==> src/rtl/bcd_pkg.sv <==
`default_nettype none
// ============================================================================
// Module      : bcd_pkg
// Description : Shared widths, decimal limit and arbiter state encoding for
//               the shared binary-to-BCD converter arbiter and its helpers.
// Contents    : DATA_W, BCD_W, DIGITS, MAX_DEC, state_e, sat_dec()
// Revision    : 1.0 - initial release
// ============================================================================
package bcd_pkg;

  localparam int DATA_W = 20;   // binary operand width
  localparam int BCD_W  = 24;   // six packed BCD digits
  localparam int DIGITS = 6;

  localparam logic [DATA_W-1:0] MAX_DEC = 20'd999999;

  typedef enum logic [1:0] {
    ST_IDLE  = 2'd0,
    ST_ISSUE = 2'd1,
    ST_WAIT  = 2'd2,
    ST_RESP  = 2'd3
  } state_e;

  // Clamp an operand to the largest value six decimal digits can show.
  function automatic logic [DATA_W-1:0] sat_dec(input logic [DATA_W-1:0] v);
    return (v > MAX_DEC) ? MAX_DEC : v;
  endfunction

endpackage
`default_nettype wire

==> src/rtl/bcd_conv_arbiter_rr_pick.sv <==
`default_nettype none
// ============================================================================
// Module      : rr_pick
// Description : Combinational round-robin picker. Returns the first set
//               request bit found searching upward from ptr_i, wrapping
//               past NUM_REQ-1 back to 0.
// Ports       : req_i  [NUM_REQ] request vector
//               ptr_i  [IDX_W]   search start position (0..NUM_REQ-1)
//               any_o            at least one request is set
//               idx_o  [IDX_W]   index of the winning request
// Revision    : 1.0 - initial release
// ============================================================================
module rr_pick #(
  parameter int NUM_REQ = 2,
  parameter int IDX_W   = 1
) (
  input  logic [NUM_REQ-1:0] req_i,
  input  logic [IDX_W-1:0]   ptr_i,
  output logic               any_o,
  output logic [IDX_W-1:0]   idx_o
);

  localparam logic [IDX_W:0] NUM_REQ_W = (IDX_W+1)'(NUM_REQ);

  logic [IDX_W:0] pos;

  // Walk the ring from the farthest offset down to offset 0 so that the
  // closest set bit to ptr_i is the last one written and therefore wins.
  always_comb begin
    any_o = 1'b0;
    idx_o = '0;
    pos   = '0;
    for (int k = NUM_REQ - 1; k >= 0; k--) begin
      pos = {1'b0, ptr_i} + (IDX_W+1)'(k);
      if (pos >= NUM_REQ_W) begin
        pos = pos - NUM_REQ_W;
      end
      if (req_i[pos]) begin
        any_o = 1'b1;
        idx_o = pos[IDX_W-1:0];
      end
    end
  end

endmodule
`default_nettype wire

==> src/rtl/bcd_conv_arbiter.sv <==
`default_nettype none
// ============================================================================
// Module      : bcd_conv_arbiter
// Description : Shares one binary-to-BCD converter between NUM_REQ
//               requesters. Round-robin grant, operand saturation to 999999,
//               start/done handshake with a timeout guard, and a one-cycle
//               done or err pulse back to the granted requester.
// Ports       : sys_clk_i, sys_rst_i         clock, sync active-high reset
//               req_i / req_data_i           requests and 20-bit operands
//               gnt_o / done_o / err_o       one-hot grant and responses
//               ovf_o, bcd_out_o             saturation flag, result digits
//               conv_start_o, conv_data_o    converter command side
//               conv_busy_i, conv_done_i,
//               conv_bcd_i                   converter status and result
// Revision    : 1.0 - initial release
// ============================================================================
module bcd_conv_arbiter
  import bcd_pkg::*;
#(
  parameter int NUM_REQ     = 2,
  parameter int TIMEOUT_CYC = 64
) (
  input  logic                      sys_clk_i,
  input  logic                      sys_rst_i,
  input  logic [NUM_REQ-1:0]        req_i,
  input  logic [NUM_REQ*DATA_W-1:0] req_data_i,
  output logic [NUM_REQ-1:0]        gnt_o,
  output logic [NUM_REQ-1:0]        done_o,
  output logic [NUM_REQ-1:0]        err_o,
  output logic                      ovf_o,
  output logic [BCD_W-1:0]          bcd_out_o,
  output logic                      conv_start_o,
  output logic [DATA_W-1:0]         conv_data_o,
  input  logic                      conv_busy_i,
  input  logic                      conv_done_i,
  input  logic [BCD_W-1:0]          conv_bcd_i
);

  localparam int IDX_W = (NUM_REQ > 1) ? $clog2(NUM_REQ) : 1;
  localparam int TMR_W = $clog2(TIMEOUT_CYC) + 1;
  localparam logic [TMR_W-1:0] TMR_LAST = TMR_W'(TIMEOUT_CYC - 1);
  localparam logic [IDX_W-1:0] IDX_LAST = IDX_W'(NUM_REQ - 1);

  state_e               state_q, state_d;
  logic [IDX_W-1:0]     rr_ptr_q, rr_ptr_d;
  logic [IDX_W-1:0]     idx_q, idx_d;
  logic [NUM_REQ-1:0]   gnt_q, gnt_d;
  logic [TMR_W-1:0]     timer_q, timer_d;
  logic [DATA_W-1:0]    conv_data_q, conv_data_d;
  logic                 ovf_pend_q, ovf_pend_d;   // saturation seen at grant
  logic                 ovf_q, ovf_d;             // presented with done
  logic [BCD_W-1:0]     bcd_q, bcd_d;

  logic                 pick_any;
  logic [IDX_W-1:0]     pick_idx;
  logic [DATA_W-1:0]    pick_data;
  logic [IDX_W-1:0]     next_ptr;
  logic                 timer_expired;

  rr_pick #(
    .NUM_REQ (NUM_REQ),
    .IDX_W   (IDX_W)
  ) u_rr_pick (
    .req_i (req_i),
    .ptr_i (rr_ptr_q),
    .any_o (pick_any),
    .idx_o (pick_idx)
  );

  assign pick_data = req_data_i[int'(pick_idx)*DATA_W +: DATA_W];

  // Fairness: the requester after the one just served gets first look.
  assign next_ptr = (idx_q == IDX_LAST) ? '0 : idx_q + IDX_W'(1);

  // A conv_done arriving on the last allowed cycle still counts as success.
  assign timer_expired = (state_q == ST_WAIT) && !conv_done_i
                         && (timer_q == TMR_LAST);

  always_comb begin
    state_d     = state_q;
    rr_ptr_d    = rr_ptr_q;
    idx_d       = idx_q;
    gnt_d       = gnt_q;
    timer_d     = timer_q;
    conv_data_d = conv_data_q;
    ovf_pend_d  = ovf_pend_q;
    ovf_d       = ovf_q;
    bcd_d       = bcd_q;

    case (state_q)
      ST_IDLE: begin
        ovf_d = 1'b0;
        if (pick_any) begin
          idx_d           = pick_idx;
          gnt_d           = '0;
          gnt_d[pick_idx] = 1'b1;
          conv_data_d     = sat_dec(pick_data);
          ovf_pend_d      = (pick_data > MAX_DEC);
          state_d         = ST_ISSUE;
        end
      end

      ST_ISSUE: begin
        if (!conv_busy_i) begin
          timer_d = '0;
          state_d = ST_WAIT;
        end
      end

      ST_WAIT: begin
        if (conv_done_i) begin
          bcd_d   = conv_bcd_i;
          ovf_d   = ovf_pend_q;
          state_d = ST_RESP;
        end else if (timer_expired) begin
          gnt_d    = '0;
          rr_ptr_d = next_ptr;
          state_d  = ST_IDLE;
        end else begin
          timer_d = timer_q + TMR_W'(1);
        end
      end

      ST_RESP: begin
        gnt_d    = '0;
        rr_ptr_d = next_ptr;
        ovf_d    = 1'b0;
        state_d  = ST_IDLE;
      end

      default: begin
        gnt_d   = '0;
        state_d = ST_IDLE;
      end
    endcase
  end

  always_ff @(posedge sys_clk_i) begin
    if (sys_rst_i) begin
      state_q     <= ST_IDLE;
      rr_ptr_q    <= '0;
      idx_q       <= '0;
      gnt_q       <= '0;
      timer_q     <= '0;
      conv_data_q <= '0;
      ovf_pend_q  <= 1'b0;
      ovf_q       <= 1'b0;
      bcd_q       <= '0;
    end else begin
      state_q     <= state_d;
      rr_ptr_q    <= rr_ptr_d;
      idx_q       <= idx_d;
      gnt_q       <= gnt_d;
      timer_q     <= timer_d;
      conv_data_q <= conv_data_d;
      ovf_pend_q  <= ovf_pend_d;
      ovf_q       <= ovf_d;
      bcd_q       <= bcd_d;
    end
  end

  // Responses are decoded from the registered state; gnt_q already carries
  // the one-hot requester index, so gating it yields the one-hot pulse.
  assign gnt_o        = gnt_q;
  assign done_o       = (state_q == ST_RESP) ? gnt_q : '0;
  assign err_o        = timer_expired ? gnt_q : '0;
  assign ovf_o        = ovf_q;
  assign bcd_out_o    = bcd_q;
  assign conv_start_o = (state_q == ST_ISSUE) && !conv_busy_i;
  assign conv_data_o  = conv_data_q;

endmodule
`default_nettype wire

==> config.mk <==
export PLATFORM = sky130hd
export DESIGN_NAME = bcd_conv_arbiter
export DESIGN_NICKNAME = d
export VERILOG_FILES = /design/src/rtl/bcd_pkg.sv /design/src/rtl/bcd_conv_arbiter_rr_pick.sv /design/src/rtl/bcd_conv_arbiter.sv
export SDC_FILE = /design/constraint.sdc
export NUM_CORES = 1
export LEC_CHECK = 0
export CORE_ASPECT_RATIO = 0.6
export CORE_MARGIN = 10
export CORE_UTILIZATION = 60
export CTS_CLUSTER_SIZE = 30
export DETAILED_ROUTE_END_ITERATION = 8
export DONT_BUFFER_PORTS = 1
export PLACE_DENSITY = 0.76
export RECOVER_POWER = 50
export SYNTH_ARGS = -nofsm -noshare
export SYNTH_HDL_FRONTEND = slang
export SYNTH_HIERARCHICAL = 1
export SYNTH_SLANG_ARGS = --single-unit
==> constraint.sdc <==
create_clock -name sys_clk_i -period 2.8 [get_ports sys_clk_i]
set_clock_uncertainty 0.15 [all_clocks]
set_input_delay 0.56 -clock sys_clk_i [delete_from_list [all_inputs] [get_ports sys_clk_i]]
set_output_delay 0.56 -clock sys_clk_i [all_outputs]
set_load 0.05 [all_outputs]
Word level (Yosys, flattened, before mapping)

Index checks and enable logic that the tools add are counted.

Flip-flop bits (word level): 59
Bits of input ports: 70
Output and inout bits: 52
Word-level logic and storage cells: 86

Add/subtract/negate cells: 5
Multipliers: 1
Order comparisons: 7
Equal/unequal tests: 11
Shift operators: 1
Multiplexer cells: 33
Reduce and logical (&&, ||, !) cells: 19

Operators with widths:

| operator             | count |
|---|---|
| $shiftx 40x7->20     | 1 |
| $mux 7               | 3 |
| $gt 20x20->1 const B | 1 |
| $mux 2               | 10 |
| $mux 20              | 1 |
| $pmux 7 s2           | 1 |
| $mux 1               | 13 |
| $ne 2x2->1 const B   | 6 |
| $pmux 2 s4           | 1 |
| $reduce_and 4->1     | 2 |
| $add 7x1->7 const B  | 1 |
| $eq 7x6->1 const B   | 1 |
| $pmux 2 s3           | 1 |
| $reduce_and 2->1     | 3 |
| $reduce_and 3->1     | 2 |
| $reduce_bool 2->1    | 3 |
| $eq 2x2->1 const B   | 2 |
| $logic_and 1x1->1    | 4 |
| $lt 2x2->1 const B   | 2 |
| $mul 1x3->4 const B  | 1 |
| $pmux 1 s2           | 2 |
| $ne 3x3->1 const B   | 1 |
| $reduce_bool 3->1    | 1 |
| $add 1x1->2 const B  | 1 |
| other kinds (12)     | 13 |

Depth between registers and ports, before layout

Depth in word-level cells: 13
Mapped depth: 8
Mapped depth without buffers: 7

Modules after synthesis

The synthesis kept the hierarchy.

By module, submodules not included:

| module           | instances | cells an instance | area each (sq um) | sequential area each (sq um) |
|---|---|---|---|---|
| bcd_conv_arbiter | 1         | 329               | 2722.6            | 1181.1 |
| rr_pick          | 1         | 3                 | 17.5              | 0.0 |

Least setup slack after synthesis

No wires, ideal clock.

Kind: flip-flop to flip-flop
From: reg state_q[1]
To: reg timer_q[5]
Setup time: 0.116 ns
Arrival: 1.978 ns
Path slack: 0.556 ns
Stages on the path, launching flop included: 7
Period minus slack after synthesis: 2.244 ns
Path through: dfxtp_1 inv_1 ha_1 nor2b_1 a21o_1 a311oi_1 a41o_1

Longest elaborated chain between the ends: 5
Elaborated cells between the ends (all ways): 10

Ends and longest elaborated chain:

| item                              | line                                           | text |
|---|---|---|
| from (decl)                       | bcd_conv_arbiter.sv:44                         | `state_e state_q, state_d;` |
| from (signal assigned)            | bcd_conv_arbiter.sv:150                        | `state_q <= state_d;` |
| $eq 2x2->1                        | bcd_conv_arbiter.sv:76, bcd_conv_arbiter.sv:90 |  |
| $logic_and 1x1->1                 | bcd_conv_arbiter.sv:76                         | `assign timer_expired = (state_q == ST_WAIT) && !conv_done_i` |
| $logic_and 1x1->1                 | bcd_conv_arbiter.sv:77                         | `&& (timer_q == TMR_LAST);` |
| $ne 2x2->1 (no source line)       | --                                             |  |
| $reduce_and 4->1 (no source line) | --                                             |  |
| to (signal assigned)              | bcd_conv_arbiter.sv:154                        | `timer_q <= timer_d;` |
| to (decl)                         | bcd_conv_arbiter.sv:48                         | `logic [TMR_W-1:0] timer_q, timer_d;` |

Several ways; a longest one is shown, not always the timed one.
A chain may end at the register's enable or synchronous reset.

Final worst setup path

From: reg timer_q[0]
To: out err_o[0]

Longest elaborated chain between the ends: 3

Ends and longest elaborated chain:

| item              | line                    | text |
|---|---|---|
| $eq 7x6->1        | bcd_conv_arbiter.sv:77  |  |
| $logic_and 1x1->1 | bcd_conv_arbiter.sv:77  |  |
| $mux 2            | bcd_conv_arbiter.sv:166 | `assign err_o = timer_expired ? gnt_q : '0;` |
| to (decl)         | bcd_conv_arbiter.sv:29  | `output logic [NUM_REQ-1:0] err_o,` |

No other way between the ends.

==> metrics.yaml <==
hold_ws_ns: 0.145
max_slew_margin_pct: 26.5
timing.critical_path.required_ns: 2.09
start_util_pct: 64.4
fin_crit_sh_pct: 93.2
die_h_um: 72.3
synth_cell_type_count: 48
grt_max_degree: 58
path_clk_slew_ns: 0.07
grt_pass1_vias: 2229
cts_root_buffer: "clkbuf_8"
seq_area_frac_synth_pct: 43.1
status: "completed"
fin_tns_setup_ns: 0
worst_setup_path_start_kind: "flop"
setup_violations: 0
numClockSinks: 59
power_density_nw_per_um2: 898
clk_latency_ns: 0.33
worstPathArrival_ns: 1.90
die_area_um2: 7760
synthFlopType: "dfxtp_1"
ant_nets: 0
drt-initial-drc-count: 176
ios: 122
grt_usage_pct: 17.8
nFillCells: 352
instances_no_fill: 400
syn-cell-area_um2: 2740
numCtsBuffers: 9
fmax_mhz: 383
period_needed_ns: 2.61
hold_viol: 0
cap_viol_max_count: 0
leakagePower_nw: 1.08
routedWlPerCell_um: 17.7
crit_path_max_fanout: 5
postCtsSetupRepairBufs: 0
drc: 0
worstSetupEndpointType: "primary output"
grt_pass1_wl_um: 11200
layout_setup_ws_ns: 0.192
post_cts_resized: 0
syn_area_per_cell_um2: 8.25
rsz0062_at_grt: "no"
syn_nets: 408
worstSetupEndpoint: "err_o[0]"
synth_cells: 332
postRouteWirelength_um: 7100
finalMaxSlewViolations: 0
via_per_inst: 5.78
die_w_um: 107
fin_nets: 411
first_pass_iters: 4
synthTopCellsByArea: "dfxtp_1 43%, nand2_1 9.9%, a21oi_1 7.3%"
worstReg2RegStart: "state_q[1]"
layout_commonest_cell: "nand2_1"
crit_start: "timer_q[0]"
coreArea_um2: 4260
vias: 2311
seqCellArea_um2: 1180
worstRegToRegCells: 7
dp_cells: 384
routabilityCongestion: 0.879
ctsHoldBuffers: 0
synthArstFlopShare_pct: 0
cts_tree: "yes"
netlist.area_leader.share_pct: 43.1
synth-edff-count: 0
worst_pin_slew_ns: 1.10
r2r_setup_slack_ns: 0.52
dpl.hpwl_um: 5450
numPortBuffers: 0
place_ws_ns: 0.458
syn_to_final_growth_pct: 9.68
whs_path_depth: 1
grt.overflow.total: 0
cts.path.max_buffers: 2
multi_input_area_um2: 1440
worst-setup-path-type: "flop to primary output"
hold_path.class: "primary input to flop"
final_cell_mix: "72 x nand2_1, 59 x dfxtp_1, 40 x a21oi_1, 32 x nor2_1, 16 x mux2i_1"
antenna_found_initial: 0
htreeDepth: 3
netlist.top_cell.by_area: "dfxtp_1"
synth_seq_cells: 59
r2r_end: "timer_q[5]"
ir_worst_vdd_uv: 498
num_rows: 18
drive_above_1_share_pct: 10.6
antenna-diode-count: 0
yosysWarningCount: 6
worst max-delay path, cell delays in order, from the launching register on:
cell and delay (ns):
dfxtp_1 0.38, ha_1 0.20, nand3_1 0.23, nor3_2 0.36, and3_1 0.21, buf_4 0.19
stage by stage:
stage | utilization (%) | total power (W) | cell area [um^2]
global placement | 66.1 | 0.00194 | 2810
finish | 70.6 | 0.00270 | 3010
global route | 70.6 | 0.00285 | 3010
floorplan | - | 0.00184 | 2740
detailed placement | 66.1 | 0.00196 | 2810
CTS | 70.8 | 0.00272 | 3020
how the worst min path moves through the flow:
stage,from,end,slack (ns)
5_1_grt,sys_rst_i,gnt_o[0],0.12
4_1_cts,sys_rst_i,bcd_out_o[8],0.13
2_1_floorplan,idx_q,idx_q,0.28
3_5_place_dp,rr_ptr_q,rr_ptr_q,0.29
6_report,sys_rst_i,conv_data_o[17],0.15
3_3_place_gp,rr_ptr_q,rr_ptr_q,0.29
cell type report:
cell class,instances,share of cell area (%)
sequential,59,39.3
timing repair buffer,11,2.50
clock buffer,9,4.12
clock inverter,7,2.58
tap,60,2.50
inverter,10,1.25
multi-input combinational,244,47.8
cell families (layout without fill, tap and decap cells):
family | Yosys count | count (layout) | share of synthesized area [%]
and+or+nand+nor | 136 | 136 | 22.1
AOI/OAI and AO/OA | 82 | 82 | 20.3
DFF | 59 | 59 | 43.1
buffers and inverters | 29 | 37 | 4.57
muxes | 17 | 17 | 6.26
adders and majority gates | 6 | 6 | 2.74
xor gates and xnor gates | 3 | 3 | 0.959
Yosys cell counts (all sizes together) (2+ instances only):
cell type / n
a2111oi: 2
nand4: 2
xnor2: 3
or2: 2
dfxtp: 59
and2: 3
nand2: 72
inv: 10
nor3: 6
ha: 6
and3: 2
a22oi: 3
nand3: 3
nor2: 32
o21ai: 9
a21o: 2
buf: 4
mux2i: 16
nor2b: 3
a21oi: 40
clkbuf: 15
o41ai: 2
a311oi: 7
nor4: 3
a211oi: 8
nand2b: 3
power breakdown:
part | internal (W) | switching, W
clock network | 0.000416 | 0.000350
logic | 0.000201 | 0.000357
registers | 0.000955 | 0.000419
flip-flops by register name (all words and copies together), names as in the netlist:
signal and count:
ovf_o 1, conv_data_o 20, idx_q 1, timer_q 7, rr_ptr_q 1, gnt_o 2
bcd_out_o 24, ovf_pend_q 1, state_q 2
metal layers:
metal / GRT usage (%) / share of wire (%)
met3: 13.5 / 15
met4: 4.04 / 0
met1: 20.4 / 41
met5: 0 / 0
met2: 25.8 / 44
Power figures use the tool's default switching activity.
